**src/rtl/code_avg_pkg.sv**
```systemverilog
// code_avg_pkg: shared types, default sizes and width helpers for the code averaging FIFO
package code_avg_pkg;
  localparam int DEF_WIDTH = 4;
  localparam int DEF_AVG_LOG2 = 2;
  localparam int DEF_DEPTH = 4;
  typedef enum logic {ACC, PUSH} avg_state_e;
  function automatic int acc_w(input int width, input int avg_log2);
    return width + avg_log2;
  endfunction
  function automatic int lvl_w(input int depth);
    return $clog2(depth) + 1;
  endfunction
endpackage

```
**src/rtl/code_fifo.sv**
```systemverilog
// code_fifo: first-word-fall-through FIFO with sync clear; ports clk, rst_n, clear, push/din, pop/dout, full, empty, level
module code_fifo
  import code_avg_pkg::*;
#(
  parameter int WIDTH = DEF_WIDTH,
  parameter int DEPTH = DEF_DEPTH
) (
  input  logic                      clk,
  input  logic                      rst_n,
  input  logic                      clear,
  input  logic                      push,
  input  logic [WIDTH-1:0]          din,
  input  logic                      pop,
  output logic [WIDTH-1:0]          dout,
  output logic                      full,
  output logic                      empty,
  output logic [lvl_w(DEPTH)-1:0]   level
);
  localparam int PW = $clog2(DEPTH);
  localparam int LW = lvl_w(DEPTH);
  logic [WIDTH-1:0] mem [DEPTH];
  logic [PW-1:0] wr_ptr, rd_ptr;
  logic do_push, do_pop;
  assign full = level == LW'(DEPTH);
  assign empty = level == '0;
  // a push into a full FIFO is accepted only when a pop frees a slot in the same cycle
  assign do_pop = pop && !empty;
  assign do_push = push && (!full || do_pop);
  // head is forced to zero while empty so the output never shows stale or unwritten storage
  assign dout = empty ? '0 : mem[rd_ptr];
  always_ff @(posedge clk) begin
    if (do_push) mem[wr_ptr] <= din;
  end
  always_ff @(posedge clk or negedge rst_n) begin
    if (!rst_n) begin
      wr_ptr <= '0;
      rd_ptr <= '0;
      level <= '0;
    end else if (clear) begin
      wr_ptr <= '0;
      rd_ptr <= '0;
      level <= '0;
    end else begin
      if (do_push) wr_ptr <= wr_ptr + 1'b1;
      if (do_pop) rd_ptr <= rd_ptr + 1'b1;
      level <= level + LW'(do_push) - LW'(do_pop);
    end
  end
endmodule

```
**src/rtl/code_avg_fifo.sv**
```systemverilog
// code_avg_fifo: averages 2**AVG_LOG2 code samples and queues the results; ports clk, rst_n, clear, in_code/in_valid, out_data/out_valid/out_ready, level, overflow; CODE_AVG_ROUND_EN selects round-half-up with saturation instead of truncation
module code_avg_fifo
  import code_avg_pkg::*;
#(
  parameter int WIDTH = DEF_WIDTH,
  parameter int AVG_LOG2 = DEF_AVG_LOG2,
  parameter int DEPTH = DEF_DEPTH
) (
  input  logic                      clk,
  input  logic                      rst_n,
  input  logic                      clear,
  input  logic [WIDTH-1:0]          in_code,
  input  logic                      in_valid,
  output logic [WIDTH-1:0]          out_data,
  output logic                      out_valid,
  input  logic                      out_ready,
  output logic [lvl_w(DEPTH)-1:0]   level,
  output logic                      overflow
);
  localparam int AW = acc_w(WIDTH, AVG_LOG2);
  avg_state_e state, state_n;
  logic [AW-1:0] acc, acc_n;
  logic [AVG_LOG2-1:0] cnt, cnt_n;
  logic ovf_n, push, full, empty, pop;
  logic [WIDTH-1:0] result;
`ifdef CODE_AVG_ROUND_EN
  logic [AW:0] rsum;
  logic [WIDTH:0] rq;
  assign rsum = {1'b0, acc} + (AW+1)'(2 ** (AVG_LOG2 - 1));
  assign rq = rsum[AW:AVG_LOG2];
  assign result = rq[WIDTH] ? '1 : rq[WIDTH-1:0];
`else
  assign result = acc[AW-1:AVG_LOG2];
`endif
  assign out_valid = !empty;
  assign pop = out_valid && out_ready;
  always_comb begin
    state_n = state;
    acc_n = acc;
    cnt_n = cnt;
    ovf_n = overflow;
    push = 1'b0;
    if (state == ACC) begin
      if (in_valid) begin
        acc_n = acc + AW'(in_code);
        cnt_n = cnt + 1'b1;
        state_n = (cnt == '1) ? PUSH : ACC;
      end
    end else begin
      push = 1'b1;
      ovf_n = overflow || (full && !pop);
      // a sample arriving during the write cycle opens the next group
      acc_n = in_valid ? AW'(in_code) : '0;
      cnt_n = AVG_LOG2'(in_valid);
      state_n = ACC;
    end
    if (clear) begin
      state_n = ACC;
      acc_n = '0;
      cnt_n = '0;
      ovf_n = 1'b0;
      push = 1'b0;
    end
  end
  always_ff @(posedge clk or negedge rst_n) begin
    if (!rst_n) begin
      state <= ACC;
      acc <= '0;
      cnt <= '0;
      overflow <= 1'b0;
    end else begin
      state <= state_n;
      acc <= acc_n;
      cnt <= cnt_n;
      overflow <= ovf_n;
    end
  end
  code_fifo #(.WIDTH(WIDTH), .DEPTH(DEPTH)) u_fifo (
    .clk   (clk),
    .rst_n (rst_n),
    .clear (clear),
    .push  (push),
    .din   (result),
    .pop   (pop),
    .dout  (out_data),
    .full  (full),
    .empty (empty),
    .level (level)
  );
endmodule
```
**config.mk**
```make
export PLATFORM = sky130hd
export DESIGN_NAME = code_avg_fifo
export DESIGN_NICKNAME = d
export VERILOG_FILES = /design/src/rtl/code_avg_pkg.sv /design/src/rtl/code_fifo.sv /design/src/rtl/code_avg_fifo.sv
export SDC_FILE = /design/constraint.sdc
export NUM_CORES = 1
export LEC_CHECK = 0
export ABC_AREA = 1
export CAP_MARGIN = 20
export CORE_MARGIN = 2
export CORE_UTILIZATION = 40
export CTS_BUF_LIST = sky130_fd_sc_hd__clkbuf_4
export CTS_CLUSTER_SIZE = 25
export DETAILED_ROUTE_END_ITERATION = 16
export PLACE_DENSITY = 0.64
export SLEW_MARGIN = 30
export SYNTH_ARGS = -nofsm -noshare
export SYNTH_HDL_FRONTEND = slang
export SYNTH_SLANG_ARGS = --single-unit
export TNS_END_PERCENT = 30
```
**constraint.sdc**
```tcl
create_clock -name clk -period 3.4 [get_ports clk]
set_input_delay 0.68 -clock clk [delete_from_list [all_inputs] [get_ports clk]]
set_output_delay 0.68 -clock clk [all_outputs]
set_load 0.05 [all_outputs]
```
-- Word level (Yosys, flattened, before mapping)
Memory sizes are Yosys's and may differ from the RTL's.
Cells that the tools add are included.
- flip-flop bits (word level): 17
- latch bits: 0
- RAM bits: 16
- ROM bits: 0
- input bits: 9
- output and inout port bits: 9
- word-level logic and storage cells: 53
- memories: 1
- memory list (memory ; depth ; bits a word ; rd ports ; clocked after memory_dff ; wr ports ; line ; source):
    u_fifo.mem ; 4 ; 4 ; 1 ; 0 ; 1 ; code_fifo.sv:21 ; logic [WIDTH-1:0] mem [DEPTH];
- add/sub/neg operators: 6
- $mul: 0
- divide/modulo/power cells: 0
- magnitude comparators: 0
- eq/ne operators: 2
- shifts and indexed selects: 0
- muxes and demuxes: 23
- bitwise operators: 0
- reduce and logical (&&, ||, !) cells: 14
- operators with widths (operator ; number):
    6-bit two-way mux ; 3
    2-bit two-way mux ; 7
    1-bit two-way mux ; 10
    4-bit two-way mux ; 2
    2-bit by 1-bit adder with 2-bit output, second input constant ; 3
    6-bit by 4-bit adder with 6-bit output ; 1
    2-bit nonzero test ; 3
    1-bit logical AND ; 4
    3-bit by 1-bit adder with 3-bit output ; 1
    3-bit == test, second input constant ; 1
    1-bit logical NOT ; 3
    3-bit logical NOT ; 1
    3-bit two-way mux ; 1
    3-bit nonzero test ; 1
    3-bit by 1-bit subtractor with 3-bit output ; 1
    2-bit == test, second input constant ; 1
    1-bit logical OR ; 2

-- Depth between registers and ports, before layout
- word-level depth: 9
- depth in mapped cells: 11
- mapped depth without buffers: 11

-- Hierarchy
Synthesis repeated with hierarchy kept, for this count alone.
- cells, all modules: 189
- area, all modules: 1750.4 µm²
- by module, submodules not included (module ; times used ; cells an instance ; area an instance (µm²) ; seq. area each (µm²)):
    code_fifo ; 1 ; 112 ; 1112.3 ; 655.6
    code_avg_fifo ; 1 ; 77 ; 638.1 ; 250.2

-- Worst setup path after synthesis
OpenSTA, ideal clock, no wires.
- path kind: register to output
- start point: register u_fifo.level[1]
- end point: output port out_data[0]
- arrival time: 1761 ps
- required time: 2720 ps
- path slack: 959 ps
- cell stages (with the launch flop): 5
- buffers on the path: 0
- path through: dfrtp_1 -> nor2_1 -> inv_1 -> nor2_4 -> a21oi_1
- word-level cells in the longest chain between the ends: 2
- RTL lines (item ; line ; source):
    start, declared ; code_fifo.sv:17 ; output logic [lvl_w(DEPTH)-1:0] level
    start signal, assigned ; code_fifo.sv:46 ; level <= level + LW'(do_push) - LW'(do_pop);
    3-bit logical NOT ; code_fifo.sv:25 ; assign empty = level == '0;
    4-bit two-way mux ; code_fifo.sv:30 ; assign dout = empty ? '0 : mem[rd_ptr];
    end, declared ; code_avg_fifo.sv:14 ; output logic [WIDTH-1:0] out_data,
No other way between the ends.

-- Worst setup path in the final report
- start point: register u_fifo.rd_ptr[0]
- end point: output port out_data[1]
- word-level cells in the longest chain between the ends: 2
- RTL lines (item ; line ; source):
    start, declared ; code_fifo.sv:22 ; logic [PW-1:0] wr_ptr, rd_ptr;
    start signal, assigned ; code_fifo.sv:45 ; if (do_pop) rd_ptr <= rd_ptr + 1'b1;
    memory 4 x 4 bit ; - ;
    4-bit two-way mux ; code_fifo.sv:30 ;
No other way between the ends.

==> results_dict.tcl <==
set metrics [dict create \
    yosys.area.top_type_share_pct 28.5 \
    rows 23 \
    netlist_instances 179 \
    synth-seq-cells 33 \
    track_usage_pct 14.9 \
    cts_root_buf "clkbuf_4" \
    seq_power_share_pct 39.6 \
    multi_input_area_sq_um 664 \
    p_total_uw 1250 \
    grt_overflow 0 \
    nets 224 \
    ir_drop_uv 339 \
    p_per_area_nw_per_um2 636 \
    postRouteWirelength_microns 2970 \
    critPathKind "flip-flop to output port" \
    hp-class "flip-flop to flip-flop" \
    start_util_pct 41.9 \
    status "completed" \
    grt_first_pass_wirelength_microns 5020 \
    fin_setup_tns_ns 0 \
    first_global_vias 1118 \
    drtPass1Iterations 4 \
    leakagePower_uw 0.000878 \
    drv_cap 0 \
    tightest_slew_ns 0.800 \
    die_w_microns 69.0 \
    htreeDepth 2 \
    timing.rr.start "u_fifo.level[1]" \
    cp_slowest_stage_delay_ns 0.82 \
    fmax_ghz 0.349 \
    gp_congestion 0.748 \
    io_buffers 17 \
    die_area_sq_um 4760 \
    ys_seq_area_share_pct 53.7 \
    arrival_ns 2.19 \
    clockBufferDepth 2 \
    p_clk_share_pct 17.1 \
    cts.sinks 33 \
    async_reset_ff_share_pct 51.5 \
    p_comb_share_pct 43.3 \
    clock_skew_ns 0.00687 \
    cts_hold_buf 0 \
    synth_most_common_cell "nor2_1" \
    finalCritPeriodShare_pct 84.3 \
    worst_hold_path.endpoint "overflow" \
    cts_resized 0 \
    clkSlewWorstSetupHoldPaths_ns 0.10 \
    min_from "overflow" \
    drcViolationCount 0 \
    cp_max_fo 12 \
    r2r-end "u_fifo.level[2]" \
    synth_edf_count 16 \
    num_io_pins 18 \
    numCtsBuffers 5 \
    crit_slowest_cell "clkdlybuf4s50_1" \
    cts_tree "built" \
    switching_power_uw 539 \
    cp-start-kind "flip-flop" \
    timing.final.hold_violations 0 \
    rsz0062_at_grt "false" \
    via_count 1192 \
    r2r_cells 11 \
    synth_common_cells "32 x nor2_1, 28 x inv_1, 23 x nand2_1" \
    yosysWarnings 0 \
    max_slew_margin_pct 46.5 \
    intPower_uw 715 \
    core_area_sq_um 4030 \
    synth_area_per_cell_sq_um 9.43 \
    fillers 390 \
    dp_hpwl_microns 2240 \
    drive_gt1_share_pct 7.88 \
    layout_min_cycle_time_ns 2.87 \
    antenna_cells 0 \
    cts_setup_buffers 0 \
    critPathRequiredTime_ns 2.72 \
    fin_area_sq_um 1970 \
    p_sw_share_pct 43.0 \
    viasPerCell 4.71 \
    antenna_found_initial 0 \
    worstSetupEndpointType "output port" \
    grt_max_degree 18 \
    crit_chain "inv_1, o21ai_0, a21oi_1, clkdlybuf4s50_1" \
    setup_viol 0 \
    ant_nets 0 \
    die_h_microns 69.0 \
    synth_nets 201 \
    syn_area_sq_um 1690 \
    wire_per_inst_microns 11.7 \
    yosysTopAreaCell "edfxtp_1" \
    seq_area_sq_um 906 \
    slew_violations 0 \
    holdPathStages 1 \
    area_growth_pct 16.8 \
    yosysUniqueCellTypes 21 \
    drtIter0Drc 42 \
    synth_area_leaders "edfxtp_1 28%, dfrtp_1 25%, ha_1 8.2%" \
    synthFlopType "dfrtp_1" \
    clk_latency_ns 0.34 \
    place_area_sq_um 1920 \
    rrSetupSlack_ns 1.27 \
]
-- worst max-delay path by stage --
stage,start,to,cells past startpoint
finish,u_fifo.rd_ptr[0],out_data[1],4
global route,u_fifo.rd_ptr[0],out_data[1],4
CTS,u_fifo.rd_ptr[0],out_data[1],4
detailed placement,clear,u_fifo.level[2],9
global placement,clear,u_fifo.level[2],9
floorplan,u_fifo.level[1],out_data[0],4
-- per-layer routing --
metal / track usage (%) / routed length [microns] / part of all wire [%] / vias up
met4: 5.15 / 40 / 1.3 / 0
met5: 0 / 0 / 0 / -
met2: 23.6 / 1420 / 48 / 19
met1: 19.5 / 1390 / 47 / 545
met3: 4.38 / 121 / 4.1 / 5
li1: - / - / - / 623
-- placed cells by master, fill, tap and decap left out, types with 4 or more instances in the layout --
cell / n
nor2_1: 32
inv_1: 28
nand2_1: 23
o21ai_0: 20
dfrtp_1: 17
clkdlybuf4s50_1: 17
edfxtp_1: 16
ha_1: 11
a21oi_1: 8
nand3_1: 6
clkbuf_4: 5
nor2_4: 4
-- per-stage QoR --
stage | setup slack, ns | hold slack [ns] | std cells | util, %
after CTS | 0.506 | 0.518 | 253 | 48.9
after detailed placement | 0.825 | 0.491 | 245 | 47.5
final | 0.533 | 0.507 | 253 | 48.9
after floorplan | 0.959 | 0.384 | 179 | -
after global placement | 0.894 | 0.495 | 245 | 47.5
after global routing | 0.405 | 0.544 | 253 | 48.9
-- worst max-delay path: cells and delay by family, from the launching register on --
family	cells	cell delay, ns
buffers and inverters	2	1.04
AO/OA/AOI/OAI	2	0.29
flip-flops	1	0.53
-- layout make-up --
| class | instances | share of cell area, % |
|---|---|---|
| Clock buffer | 5 | 1.90 |
| Clock inverter | 3 | 0.889 |
| Inverter | 30 | 5.71 |
| Multi-Input combinational cell | 115 | 33.7 |
| Sequential cell | 33 | 46.0 |
| Tap cell | 50 | 3.17 |
| Timing Repair Buffer | 17 | 8.63 |
-- cells by family (layout without fill, tap and decap cells) --
group           Yosys count  in the layout  share of synthesized area [%]
simple gates             68             68                           18.0
xor+xnor                  2              2                           1.04
buf+inv                  31             55                           6.97
flops                    33             33                           53.7
fa+ha+maj                13             13                           10.5
compound gates           32             32                           9.79
-- flip-flops by register name, indices dropped and copies added, names as in the netlist --
name and cells:
u_fifo.rd_ptr 2, u_fifo.wr_ptr 2, u_fifo.mem 16, cnt 2
u_fifo.level 3, overflow 1, state 1, acc 6
-- power by group through the flow --
stage               registers (uW)  clock network, uW  logic (uW)
finish                         497                214         543
global route                   503                245         598
CTS                            497                222         550
detailed placement             506                  0         547
global placement               505                  0         551
floorplan                      538                  0         350
No activity file was read; power rests on OpenSTA's default activity.
==> RTL change 1, RTL diff (same flow settings) <==
The option `CODE_AVG_ROUND_EN` is turned on by a define.
--- a/src/rtl/code_avg_fifo.sv
+++ b/src/rtl/code_avg_fifo.sv
@@ -1,3 +1,5 @@
 // code_avg_fifo: averages 2**AVG_LOG2 code samples and queues the results; ports clk, rst_n, clear, in_code/in_valid, out_data/out_valid/out_ready, level, overflow; CODE_AVG_ROUND_EN selects round-half-up with saturation instead of truncation
+`define CODE_AVG_ROUND_EN
+
 module code_avg_fifo
   import code_avg_pkg::*;
Behaviour: not the same (Yosys sat finds a counterexample within 10 cycles, from zero or initial values and one cycle with rst_n low).
==> RTL change 1 against the original RTL <==
Power is 15% higher. Worst setup slack better by 19 ps. Area after synthesis is 8.1% higher. Wire length is 1.4% higher. Count of clock-buffer cells in the layout stayed put. Sequential cell count stayed put. Sequential share of layout area is 3.7 points lower. Cell area is 8.6% higher.
==> RTL change 1: results (changes against the original RTL) <==
clock_tree:
  cts_buffers: 5  # unchanged
  root_buffer: "clkbuf_4"  # unchanged
  post_cts_buffers: 0  # unchanged
  clock_latency_ps: 350
  clockBufferDepth: 2  # unchanged
  htree_num_levels: 2  # unchanged
  cts.reportedPaths.clkPinSlew_ps: 100  # about the same
  post_cts_resized: 0  # unchanged
yosys:
  yosys-top-cells-area: "edfxtp_1 (26%), dfrtp_1 (23%), ha_1 (8.2%), nor2_1 (6.6%), inv_1 (6.0%)"  # was edfxtp_1 (28%), dfrtp_1 (25%), ha_1 (8.2%), nor2_1 (7.1%), inv_1 (6.2%)
  synth_xor_area_share_pct: 1.44  # was 1.04%
  avgSynthCellArea_um2: 9.36  # was 9.43 µm²
  synth_compound_area_share_pct: 8.92  # was 9.79%
  netlist_top_cells_count: "nor2_1 (32), inv_1 (29), nand2_1 (22)"  # was nor2_1 (32), inv_1 (28), nand2_1 (23)
  synth_warnings: 0  # unchanged
  ys_seq_area_share_pct: 49.7  # was 53.7%
  synth_enable_flop_cells: 16  # unchanged
  ys_types: 28  # was 21
  synthAdderAreaFrac_pct: 10.4  # was 10.5%
  synthesis.nets: 218  # was 201
  synth-async-reset-ratio_pct: 51.5  # unchanged
  post-synth-top-count-cell: "nor2_1"  # unchanged
  yosys_most_used_dff: "dfrtp_1"  # unchanged
hold_path:
  hold_depth: 2  # was 1
  hold_path_end: "acc[0]"  # was overflow
  hold_path_class: "flop to flop"  # unchanged
  min_from: "acc[0]"  # was overflow
worst_setup_path:
  slowest_stage: "clkdlybuf4s50_1"  # unchanged
  rr_worst_depth: 11  # unchanged
  rrSetupSlack_ps: 1250  # was 1270 ps
  rr_endpoint: "u_fifo.level[2]"  # unchanged
  r2r_start: "u_fifo.level[1]"  # unchanged
  critPathMaxStageDelay_ps: 810
  cp.arrival_ps: 2170  # was 2190 ps
  path_max_fanout: 12  # unchanged
timing:
  clock_skew_ps: 16.4  # was 6.87 ps
  setup_viol: 0  # unchanged
  tightestPinTransition_ps: 775  # was 800 ps
  hold_ws_ps: 507  # about the same
final_layout:
  diodes: 0  # unchanged
  stdcell_count: 269  # was 253
  nNetsFinal: 239  # was 224
  final_common_cell: "nor2_1"  # unchanged
  drive_gt1_share_pct: 12.4  # was 7.88%
global_routing:
  grt.total_usage_pct: 14.0  # was 14.9%
  grt_first_pass_wirelength_um: 5550  # was 5020 µm
  antenna_found_initial: 0  # unchanged
  grt_max_degree: 18  # unchanged
  grt_pass1_vias: 1264  # was 1118
placed_design:
  port_buffers: 17  # unchanged
  dp.cells: 261  # was 245
  gp_congestion: 0.752  # was 0.748
  placedInstanceArea_um2: 2040  # was 1920 µm²
  hpwl_um: 2310  # was 2240 µm
detailed_routing:
  vias_per_cell: 4.77  # was 4.71
  first_iter_violations: 48  # was 42
  post_drt_wl_per_cell_um: 11.2  # was 11.7 µm
power:
  p_leak_nw: 0.953  # was 0.878 nW
  peakVddDrop_uv: 270  # was 339 µV
status:
  outcome: "finished, final reports clean"  # unchanged
-- RTL change 1: changes by cell type in the layout (fill, tap and decap cells not counted), moves of 2 or more --
cell       change
o21ai_0       -15
o21ai_1        +7
nand3_1        +5
nand2_2        +3
nand4_1        +3
bufinv_16      +2
o21ai_2        +2
or2_2          +2
-- RTL change 1: metal layers --
metal | up-vias | routed length (µm) | track usage [%] | part of all wire (%)
met2 | 28 | 1400 | 21.3 | 47
met5 | - | 0 | 0 | 0
met1 | 573 | 1450 | 18.2 | 48
li1 | 677 | - | - | -
met4 | 0 | 45 | 9.22 | 1.5
met3 | 4 | 108 | 2.67 | 3.6
-- RTL change 1: power breakdown --
part | leakage, nW | internal [W] | total [W] | switching (W)
clock network | 0.0552 | 0.000228 | 0.000364 | 0.000137
registers | 0.379 | 0.000452 | 0.000501 | 0.0000481
logic | 0.518 | 0.000199 | 0.000575 | 0.000376
-- RTL change 1: worst max-delay path, delay by kind of cell, from the launching register on --
family | cells | cell delay (ps)
AOI/OAI and AO/OA | 2 | 280
buffers and inverters | 2 | 1030
DFF | 1 | 520
-- RTL change 1: cell type report --
cell class              instances  area [µm²]
well taps                      52        65.1
fillers                       407        2240
inverters                      33         126
flip-flops and latches         33         906
repair buffers                 17         170
multi-input cells             126         771
clock buffers                   5        37.5
clock inverters                 3        65.1
-- RTL change 1: metrics by stage --
| step | utilization [%] | setup slack [ps] |
|---|---|---|
| 3_5_place_dp | 46.5 | 758 |
| 4_1_cts | 48.8 | 520 |
| 6_report | 48.8 | 552 |
| 5_1_grt | 48.8 | 375 |
| 2_1_floorplan | - | 984 |
| 3_3_place_gp | 46.5 | 841 |
-- RTL change 1: kinds of logic after synthesis --
logic type,count (synthesis)
AOI/OAI and AO/OA,28
xor gates and xnor gates,3
adders and majority gates,14
buffers and inverters,36
DFF,33
and+or+nand+nor,81
-- RTL change 1: worst max-delay path by stage --
| stage | startpoint | to | cells after the start |
|---|---|---|---|
| 3_3_place_gp | clear | u_fifo.level[2] | 9 |
| 4_1_cts | u_fifo.rd_ptr[0] | out_data[3] | 4 |
| 6_report | u_fifo.rd_ptr[0] | out_data[3] | 4 |
| 3_5_place_dp | clear | u_fifo.level[2] | 9 |
| 2_1_floorplan | u_fifo.level[1] | out_data[0] | 4 |
| 5_1_grt | u_fifo.rd_ptr[0] | out_data[0] | 5 |
==> RTL change 2, RTL diff (config.mk and constraints unchanged) <==
Without the edit above. Register the output `level`, without a reset; this adds one clock of latency there. The other outputs are not delayed to match.
--- a/src/rtl/code_avg_fifo.sv
+++ b/src/rtl/code_avg_fifo.sv
@@ -19,4 +19,6 @@
 );
   localparam int AW = acc_w(WIDTH, AVG_LOG2);
+
+  logic [lvl_w(DEPTH)-1:0] level_d;
   avg_state_e state, state_n;
   logic [AW-1:0] acc, acc_n;
@@ -86,5 +88,9 @@
     .full  (full),
     .empty (empty),
-    .level (level)
+    .level (level_d)
   );
+  always_ff @(posedge clk) begin
+    level <= level_d;
+  end
+
 endmodule
Function: changed (a bounded check fails within 10 cycles, from zero or initial values and one cycle with rst_n low).
==> RTL change 2 against the original RTL <==
Area after synthesis up 3.6%. First-iteration DRC count increased by 120%. Hold slack got worse by 92 ps. Worst setup slack better by 6.5 ps. Power rose by 3.9%. Sequential cell count is 3 higher. Clock power is 2% higher. Cell area rose by 3.0%. Wire length is 1.4% higher.
==> RTL change 2: results (changes against the original RTL) <==
timing:
  finalCriticalPeriod_ps: 2860  # was 2870 ps
  clock_skew_ps: 8.88  # was 6.87 ps
  hold_ws_ps: 415  # was 507 ps
  tightestPinTransition_ps: 793  # was 800 ps
yosys:
  synthesis.nets: 204  # was 201
  post-synth-top-count-cell: "nor2_1"  # unchanged
  synth_cells: 182  # was 179
  synth_enable_flop_cells: 16  # unchanged
  ys_types: 22  # was 21
  synth_warnings: 0  # unchanged
  netlist_top_cells_count: "nor2_1 (32), inv_1 (28), nand2_1 (23)"  # unchanged
  ys_seq_area_share_pct: 55.3  # was 53.7%
  synth-async-reset-ratio_pct: 47.2  # was 51.5%
  yosys_most_used_dff: "dfrtp_1"  # unchanged
  yosys-top-cells-area: "edfxtp_1 (27%), dfrtp_1 (24%), ha_1 (7.9%), nor2_1 (6.9%), inv_1 (6.0%)"  # was edfxtp_1 (28%), dfrtp_1 (25%), ha_1 (8.2%), nor2_1 (7.1%), inv_1 (6.2%)
detailed_routing:
  via_count: 1204  # was 1192
  post_drt_wl_per_cell_um: 11.7  # about the same
  drt_first_pass_iters: 4  # unchanged
  first_iter_violations: 92  # was 42
clock_tree:
  htree_num_levels: 2  # unchanged
  root_buffer: "clkbuf_4"  # unchanged
  post_cts_resized: 0  # unchanged
  post_cts_buffers: 0  # unchanged
  clock_latency_ps: 330
  cts.reportedPaths.clkPinSlew_ps: 100  # about the same
  cts_buffers: 5  # unchanged
global_routing:
  grt_pass1_vias: 1141  # was 1118
  grt.total_usage_pct: 14.2  # was 14.9%
  grt_max_degree: 18  # unchanged
  antenna_found_initial: 0  # unchanged
  grt_first_pass_wirelength_um: 5370  # was 5020 µm
placed_design:
  hpwl_um: 2290  # was 2240 µm
  dp.cells: 250  # was 245
  gp_congestion: 0.752  # was 0.748
  port_buffers: 17  # unchanged
hold_path:
  hold_path_class: "flop to flop"  # unchanged
  min_from: "u_fifo.level[0]"  # was overflow
  hold_depth: 0  # was 1
  hold_path_end: "level[0]"  # was overflow
final_layout:
  top_regs: "u_fifo.mem x16, acc x6"  # was u_fifo.mem x16, acc x6, u_fifo.level x3
  nFillCells: 419  # was 390
  stdcell_count: 258  # was 253
  drive_gt1_share_pct: 6.80  # was 7.88%
  nNetsFinal: 227  # was 224
  diodes: 0  # unchanged
worst_setup_path:
  rr_endpoint: "u_fifo.level[2]"  # unchanged
  rrSetupSlack_ps: 1290  # was 1270 ps
  path_max_fanout: 12  # unchanged
  r2r_start: "u_fifo.level[1]"  # unchanged
  rr_worst_depth: 11  # unchanged
  cp.arrival_ps: 2180
power:
  p_leak_nw: 0.903  # was 0.878 nW
  peakVddDrop_uv: 235  # was 339 µV
status:
  outcome: "finished, final reports clean"  # unchanged
==> RTL change 2: cell types whose count changed after synthesis, sizes merged <==
cell and delta:
dfxtp +3
==> RTL change 2: metrics by stage <==
step | total power, W | utilization (%) | worst slack, ps | instance area [µm²]
2_1_floorplan | 0.000939 | - | 1220 | 1750
3_3_place_gp | 0.00110 | 46.1 | 890 | 1980
3_5_place_dp | 0.00110 | 46.1 | 818 | 1980
4_1_cts | 0.00132 | 47.3 | 513 | 2030
5_1_grt | 0.00140 | 47.3 | 348 | 2030
6_report | 0.00130 | 47.3 | 539 | 2030
==> RTL change 2: critical path: stages (launching register included) <==
cell	delay, ps
dfrtp_1	520
inv_1	230
o21ai_0	120
a21oi_1	160
clkdlybuf4s50_1	820
==> RTL change 2: kinds of logic (layout without fill, tap and decap cells) <==
kind of cell / Yosys count / count (layout) / synth area share [%]
fa+ha+maj: 13 / 13 / 10.2
compound gates: 32 / 32 / 9.45
simple gates: 68 / 68 / 17.4
flops: 36 / 36 / 55.3
buf+inv: 31 / 55 / 6.73
xor+xnor: 2 / 2 / 1.00
==> RTL change 2: worst max-delay path by stage <==
stage                     startpoint         endpoint  slack, ps  depth (start not counted)
detailed placement             clear  u_fifo.level[2]        820                          9
finish              u_fifo.rd_ptr[0]      out_data[1]        540                          4
floorplan           u_fifo.rd_ptr[0]      out_data[0]       1220                          5
global route        u_fifo.rd_ptr[0]      out_data[0]        350                          5
CTS                 u_fifo.rd_ptr[0]      out_data[1]        510                          4
global placement               clear  u_fifo.level[2]        890                          9
==> RTL change 2: report_power, final <==
group | internal, W | leakage, nW | switching [W]
Clock | 0.0000846 | 0.0307 | 0.000134
Sequential | 0.000499 | 0.408 | 0.0000481
Combinational | 0.000185 | 0.464 | 0.000351
Total | 0.000769 | 0.903 | 0.000533
==> RTL change 2: routing by layer <==
metal / up-vias / track usage (%) / part of all wire (%) / wire length (µm)
met4: 0 / 5.13 / 1.8 / 55
met3: 6 / 4.76 / 4.3 / 129
li1: 631 / - / - / -
met5: - / 0 / 0 / 0
met1: 544 / 20.2 / 49 / 1460
met2: 23 / 20.3 / 45 / 1360
==> RTL change 2: area by class of cell <==
cell class	instances	area, µm²	area share (%)
Inverter	30	113	5.55
Tap cell	52	65.1	3.20
Clock buffer	6	45.0	2.22
Multi-Input combinational cell	115	664	32.7
Sequential cell	36	966	47.6
Clock inverter	2	7.51	0.370
Timing Repair Buffer	17	170	8.38
